$ cat src/rtl/neuron_pkg.sv
// Shared definitions for the neuron-layer datapath blocks.
// Contents: sequencer state encoding, IEEE754 single-precision word type,
// and a width helper that never returns less than one bit.
package neuron_pkg;

    typedef enum logic [2:0] {
        S_IDLE  = 3'd0,
        S_LOAD  = 3'd1,
        S_ACC   = 3'd2,
        S_BIAS  = 3'd3,
        S_WRITE = 3'd4,
        S_DONE  = 3'd5
    } state_t;

    typedef logic [31:0] float32_t;

    // Bits needed to index n items, minimum 1 so single-item counters stay legal.
    function automatic int width_of(input int n);
        return (n <= 2) ? 1 : $clog2(n);
    endfunction

endpackage

$ cat src/rtl/relu.sv
// ReLU on an IEEE754 single-precision word.
// Ports:
//   a_i : input word
//   y_o : a_i when the sign bit is clear, +0.0 otherwise (so -0.0 maps to +0.0)
module relu
    import neuron_pkg::*;
(
    input  float32_t a_i,
    output float32_t y_o
);

    assign y_o = a_i[31] ? '0 : a_i;

endmodule

$ cat src/rtl/layer_scheduler.sv
// Sequencer that shares one MAC datapath across all neurons of a
// fully-connected layer: per neuron it clears the accumulator, streams
// NUM_INPUTS weight*input products, adds the bias and emits ReLU(result).
// Ports:
//   clock, reset (sync, active-low)
//   start        : begin a layer (honoured only in IDLE)
//   hold         : stall; freezes state/counters, suppresses all strobes
//   mac_result   : registered accumulator from the MAC
//   busy, done   : layer status; done is a one-cycle pulse
//   in_sel       : input-mux select
//   weight_addr  : weight memory address (1-cycle read latency)
//   bias_addr    : bias memory address (1-cycle read latency)
//   mac_clear, mac_acc_en, mac_bias_en : MAC control strobes
//   out_valid, out_index, out_data     : activation output
module layer_scheduler
    import neuron_pkg::*;
#(
    parameter  int NUM_INPUTS  = 4,
    parameter  int NUM_NEURONS = 4,
    localparam int IW = width_of(NUM_INPUTS),
    localparam int NW = width_of(NUM_NEURONS),
    localparam int AW = width_of(NUM_INPUTS * NUM_NEURONS)
) (
    input  logic          clock,
    input  logic          reset,
    input  logic          start,
    input  logic          hold,
    input  float32_t      mac_result,
    output logic          busy,
    output logic          done,
    output logic [IW-1:0] in_sel,
    output logic [AW-1:0] weight_addr,
    output logic [NW-1:0] bias_addr,
    output logic          mac_clear,
    output logic          mac_acc_en,
    output logic          mac_bias_en,
    output logic          out_valid,
    output logic [NW-1:0] out_index,
    output float32_t      out_data
);

    state_t        state_q, state_d;
    logic [NW-1:0] n_q, n_d;
    logic [IW-1:0] k_q, k_d;
    float32_t      relu_y;

    logic k_last;
    logic n_last;

    assign k_last = (k_q == IW'(NUM_INPUTS - 1));
    assign n_last = (n_q == NW'(NUM_NEURONS - 1));

    always_ff @(posedge clock) begin
        if (!reset) begin
            state_q <= S_IDLE;
            n_q     <= '0;
            k_q     <= '0;
        end else begin
            state_q <= state_d;
            n_q     <= n_d;
            k_q     <= k_d;
        end
    end

    always_comb begin
        state_d = state_q;
        n_d     = n_q;
        k_d     = k_q;
        if (!hold) begin
            unique case (state_q)
                S_IDLE: begin
                    if (start) begin
                        state_d = S_LOAD;
                        n_d     = '0;
                        k_d     = '0;
                    end
                end
                S_LOAD: state_d = S_ACC;
                S_ACC: begin
                    if (k_last) begin
                        state_d = S_BIAS;
                        k_d     = '0;
                    end else begin
                        k_d = k_q + IW'(1);
                    end
                end
                S_BIAS: state_d = S_WRITE;
                S_WRITE: begin
                    if (n_last) begin
                        state_d = S_DONE;
                    end else begin
                        n_d     = n_q + NW'(1);
                        state_d = S_LOAD;
                    end
                end
                S_DONE: begin
                    // Return n to 0 so IDLE presents all-zero addresses.
                    state_d = S_IDLE;
                    n_d     = '0;
                end
                default: state_d = S_IDLE;
            endcase
        end
    end

    // Outputs decode the registered state; hold only masks the strobes, the
    // address outputs stay put because the counters they derive from are frozen.
    always_comb begin
        busy        = (state_q != S_IDLE);
        mac_clear   = !hold && (state_q == S_LOAD);
        mac_acc_en  = !hold && (state_q == S_ACC);
        mac_bias_en = !hold && (state_q == S_BIAS);
        out_valid   = !hold && (state_q == S_WRITE);
        done        = !hold && (state_q == S_DONE);
        in_sel      = k_q;
        bias_addr   = n_q;
        out_index   = n_q;
        weight_addr = '0;
        if (state_q == S_LOAD) begin
            weight_addr = AW'(n_q) * AW'(NUM_INPUTS);
        end else if (state_q == S_ACC) begin
            // Prefetch the next weight; on the last ACC cycle the value is unused
            // and may wrap harmlessly.
            weight_addr = AW'(n_q) * AW'(NUM_INPUTS) + AW'(k_q) + AW'(1);
        end
    end

    relu u_relu (
        .a_i (mac_result),
        .y_o (relu_y)
    );

    // Gate with out_valid so the output word reads zero outside a write.
    assign out_data = out_valid ? relu_y : '0;

endmodule

$ cat config.mk
export PLATFORM = sky130hd
export DESIGN_NAME = layer_scheduler
export DESIGN_NICKNAME = d
export VERILOG_FILES = /design/src/rtl/neuron_pkg.sv /design/src/rtl/relu.sv /design/src/rtl/layer_scheduler.sv
export SDC_FILE = /design/constraint.sdc
export NUM_CORES = 1
export LEC_CHECK = 0
export BUFFER_PORTS_ARGS = -buffer_cell sky130_fd_sc_hd__buf_2
export CORE_MARGIN = 3
export CORE_UTILIZATION = 33
export CTS_BUF_LIST = sky130_fd_sc_hd__clkbuf_4
export DETAILED_ROUTE_END_ITERATION = 6
export PLACE_DENSITY = 0.79
export SLEW_MARGIN = 20
export SYNTH_ARGS = -nofsm -noshare
export SYNTH_HDL_FRONTEND = slang
export SYNTH_SLANG_ARGS = --single-unit
$ cat constraint.sdc
create_clock -name clock -period 1.38 [get_ports clock]
set_input_delay 0.276 -clock clock [delete_from_list [all_inputs] [get_ports clock]]
set_output_delay 0.276 -clock clock [all_outputs]
set_load 0.02 [all_outputs]
### Yosys cells after proc, flatten, opt, wreduce, memory -nomap -nowiden

Cells that the tools add are included.

* reductions and logical operators: 13
* mux-type cells: 13
* bitwise operators: 1
* $add $sub $neg: 4
* eq/ne operators: 10

Operator list (number)
* two-way mux 32 bit: 1
* two-way mux 31 bit: 1
* one-hot mux 3 bit (5 select lines): 1
* two-way mux 3 bit: 3
* two-way mux 4 bit: 2
* == test 3 x 2 -> 1 bit, second input constant: 2
* == test 3 bit, second input constant: 2
* two-way mux 2 bit: 3
* inequality test 2 bit, second input constant: 3
* one-hot mux 2 bit (3 select lines): 1
* AND reduction 3 bit: 2
* nonzero test 3 bit: 2
* logical AND 1 bit: 5
* adder 2 x 1 -> 2 bit, second input constant: 2
* adder 4 x 1 -> 4 bit, second input constant: 1
* adder 4 x 2 -> 4 bit: 1
* == test 2 bit, second input constant: 2
* one-hot mux 2 bit (2 select lines): 1
* AND reduction 4 bit: 1
* == test 3 x 1 -> 1 bit, second input constant: 1
* zero test 3 bit: 1
* nonzero test 2 bit: 1
* zero test 1 bit: 1
* NOT 1 bit: 1

* output and inout port bits: 48
* flip-flop bits (word level): 7
* logic and storage cells: 44
* input bits: 36

### Depth between registers and ports, before layout

* depth in word-level cells: 4
* depth in mapped cells: 5
* mapped depth without buffers: 5

### Cells and area by module

A second synthesis with hierarchy kept.

* cells, all modules: 140
* area total of the unflattened synthesis: 1012.2 sq um

Modules (own cells, without submodules)
* layer_scheduler: cells an instance 104, area an instance 773.2 sq um, times used 1, sequential area each 140.1 sq um
* relu: cells an instance 36, area an instance 239.0 sq um, times used 1, sequential area each 0.0 sq um

### Least setup slack after synthesis

Ideal clock, no wire load.

* kind: register to output
* from: reg k_q[0], in the netlist in_sel[0]
* to: out weight_addr[2]
* slack: -168 ps
* cell stages (with the launch flop): 6
* path buffers: 0
* arrival: 1272 ps
* required time: 1104 ps
* path through: dfxtp_1 > ha_1 > xnor2_1 > nor2_1 > a21oi_1 > nor2_1

* longest elaborated chain between the ends: 4

Ends and longest elaborated chain
* start: declaration: RTL line layer_scheduler.sv:44 `logic [IW-1:0] k_q, k_d;`
* start signal: assignment: RTL line layer_scheduler.sv:61 `k_q <= k_d;`
* adder 4 x 2 -> 4 bit: RTL line layer_scheduler.sv:124 `weight_addr = AW'(n_q) * AW'(NUM_INPUTS) + AW'(k_q) + AW'(1);`
* adder 4 x 1 -> 4 bit: RTL line layer_scheduler.sv:124
* two-way mux 4 bit: RTL line layer_scheduler.sv:121 `end else if (state_q == S_ACC) begin`
* two-way mux 4 bit: RTL line layer_scheduler.sv:119 `if (state_q == S_LOAD) begin`
* end: declaration: RTL line layer_scheduler.sv:32 `output logic [AW-1:0] weight_addr,`

Every way passes these cells.

### Worst setup path in the final report

* from: reg state_q[0]
* to: out out_data[24]

* longest elaborated chain between the ends: 3

Ends and longest elaborated chain
* start: declaration: RTL line layer_scheduler.sv:42 `state_t state_q, state_d;`
* start signal: assignment: RTL line layer_scheduler.sv:59 `state_q <= state_d;`
* == test 3 bit: RTL line layer_scheduler.sv:113 `out_valid = !hold && (state_q == S_WRITE);`
* logical AND 1 bit: RTL line layer_scheduler.sv:113
* two-way mux 32 bit: RTL line layer_scheduler.sv:134 `assign out_data = out_valid ? relu_y : '0;`
* end: declaration: RTL line layer_scheduler.sv:39 `output float32_t out_data`

Every way passes these cells.

==> results.sh <==
export IMPL_status="complete, but fails checks"
export IMPL_violations="setup timing"
export IMPL_std_cell_rows=17
export IMPL_synth_fp_nets=146
export IMPL_drc=0
export IMPL_antennaDiodeCount=0
export IMPL_critical_path_required_ps=1100
export IMPL_cts_sinks=7
export IMPL_end_kind="output pin"
export IMPL_fin_skew_ps=0.116
export IMPL_ys_seq_area_frac=0.173
export IMPL_drive_above_1_share=0.814
export IMPL_vdd_ir_drop_worst_v=0.000392
export IMPL_cts_root_buf="clkbuf_4"
export IMPL_core_mm2=0.00228
export IMPL_cts_max_path_buffers=2
export IMPL_antenna_left=0
export IMPL_critPathKind="register to output pin"
export IMPL_drt_iter0_drc=35
export IMPL_synth_cell_area_um2=811
export IMPL_cts_made_buffers=3
export IMPL_hpwlAfterDp_um=2080
export IMPL_dr_pass1_iters=4
export IMPL_die_w_um=55.6
export IMPL_ff2ff_setup_slack_ps=-70
export IMPL_ios=84
export IMPL_maxCapViolCount=0
export IMPL_path_clk_slew_ps=50
export IMPL_layout_cells_non_filler=232
export IMPL_period_share=1.24
export IMPL_multi_input_area_um2=726
export IMPL_start_kind="register"
export IMPL_layout_nets=243
export IMPL_finalWorstSetupSlack_ps=-334
export IMPL_ctsHoldBuffers=0
export IMPL_ys_warnings_count=0
export IMPL_mostFrequentLayoutCell="buf_2"
export IMPL_insertion_delay_ps=250
export IMPL_finalHoldViolCount=0
export IMPL_hp_class="input pin to register"
export IMPL_path_cells="nor2_2 -> nand2_4 -> nor3_4 -> buf_12 -> and2_2 -> buf_2"
export IMPL_routedWlPerCell_um=13.5
export IMPL_mostFrequentLayoutCells="buf_2 (68), and2_2 (30), buf_4 (18)"
export IMPL_hold_slack_ps=346
export IMPL_fin_util=0.714
export IMPL_crit_path_max_incr_delay_ps=320
export IMPL_vias=1101
export IMPL_place_congestion=0.769
export IMPL_final_area_mm2=0.00162
export IMPL_fmax_ghz=0.584
export IMPL_dp_cells=218
export IMPL_syn2layout_area_growth_pct=100
export IMPL_fillers=198
export IMPL_postRouteWirelength_um=3130
export IMPL_finalSetupViolations=41
export IMPL_regArea_um2=150
export IMPL_io_buffers=82
export IMPL_dpl_worst_slack_ps=-109
export IMPL_first_global_vias=1070
export IMPL_cpMaxStageDelayCell="dfxtp_2"
export IMPL_synthCells=108
export IMPL_crit_buf_inv=2
export IMPL_antenna_found_initial=0
export IMPL_grt_max_degree=32
export IMPL_dpl_cell_area_mm2=0.00132
export IMPL_leakagePower_nw=0.899
export IMPL_cp_arrival_ps=1440
export IMPL_path_max_fanout=31
export IMPL_die_area_mm2=0.00309
export IMPL_cts_tree="built"
export IMPL_track_usage=0.189
export IMPL_synth_seq_cells=7
export IMPL_htreeDepth=1
export IMPL_cp_top_family="simple AND/OR/NAND/NOR gates"
export IMPL_grt_overflow_total=0
export IMPL_final_min_clock_period_ps=1710
export IMPL_grt_pass1_wl_um=4760
export IMPL_yosysUniqueCellTypes=32
export IMPL_fp_dieH_um=55.6
export IMPL_vias_per_cell=4.75
export IMPL_postSynthAreaPerCell_um2=7.51
export IMPL_initial_core_util=0.356
export IMPL_grt_setup_unrepaired="true"
export IMPL_powerDensity_mw_per_mm2=411
export IMPL_drv_slew=0
path summary, 6_finish.rpt:
| path | start | end | depth (start not counted) |
|---|---|---|---|
| max | state_q[0]$_SDFFE_PN0P_ | out_data[24] | 6 |
| min reg2reg | bias_addr[1]$_SDFFE_PN0P_ | bias_addr[1]$_SDFFE_PN0P_ | 2 |
| max reg2reg | state_q[0]$_SDFFE_PN0P_ | state_q[1]$_SDFFE_PN0P_ | 6 |
| min | reset | state_q[2]$_SDFFE_PN0P_ | 2 |
power by group:
part / switching (mW) / internal [mW]
Clock: 0.0816 / 0.130
Sequential: 0.00449 / 0.207
Combinational: 0.112 / 0.131
synth_stat cells:
library cell / count / area [µm²]
and2_1: 34 / 213
nor2_1: 12 / 45.0
dfxtp_1: 7 / 140
nor2b_1: 6 / 37.5
a21oi_1: 5 / 25.0
nand2_1: 5 / 18.8
buf_6: 4 / 45.0
mux2i_1: 4 / 40.0
buf_2: 3 / 15.0
buf_4: 3 / 22.5
ha_1: 2 / 25.0
nand2b_1: 2 / 12.5
or3_1: 2 / 12.5
a21boi_1: 1 / 7.51
a22o_1: 1 / 8.76
a2bb2oi_1: 1 / 8.76
a31oi_1: 1 / 6.26
and3_1: 1 / 6.26
and3b_1: 1 / 8.76
buf_1: 1 / 3.75
conb_1: 1 / 3.75
nand2_4: 1 / 11.3
nand3_1: 1 / 5.00
nand3b_1: 1 / 7.51
nand4_1: 1 / 6.26
nor3_4: 1 / 16.3
nor3b_1: 1 / 7.51
nor4_4: 1 / 21.3
o21ai_1: 1 / 5.00
o21bai_1: 1 / 7.51
or3b_1: 1 / 8.76
xnor2_1: 1 / 8.76
stage by stage:
step	power, mW	TNS (ps)
3_5_place_dp	0.385	-2990
5_1_grt	0.705	-14120
4_1_cts	0.636	-11420
2_1_floorplan	0.314	0
3_3_place_gp	0.383	-1920
6_report	0.667	-11210
registers in the layout, summed over array words and instances (netlist names):
register   flops
bias_addr      2
in_sel         2
state_q        3
area by class of cell:
type / count / share of cell area
multi-input combinational: 90 / 0.447
sequential: 7 / 0.0924
clock buffer: 4 / 0.0185
tap: 28 / 0.0216
timing repair buffer: 103 / 0.421
repair_timing:
action | 4_1_cts | 5_1_grt
buffers inserted | 5 | 7
resized for setup | 39 | 23
endpoints found under the setup margin | 41 | 48
pin swaps | 4 | 2
layer usage:
| layer | wire [µm] | share of wire | up-vias | track usage |
|---|---|---|---|---|
| li1 | - | - | 538 | - |
| met1 | 993 | 0.32 | 492 | 0.166 |
| met2 | 1770 | 0.56 | 68 | 0.400 |
| met3 | 346 | 0.11 | 3 | 0.0561 |
| met4 | 25 | 0.0080 | 0 | 0.0451 |
| met5 | 0 | 0 | - | 0 |
cell families after synthesis:
family / count (synthesis) / synth area share
XOR/XNOR: 1 / 0.0108
AO/OA/AOI/OAI: 11 / 0.0849
adder cells (fa/ha/maj): 2 / 0.0309
buffers and inverters: 11 / 0.106
multiplexers: 4 / 0.0494
flip-flops: 7 / 0.173
AND/OR/NAND/NOR: 71 / 0.540
other: 1 / 0.00463
(Power assumes the default switching activity.)
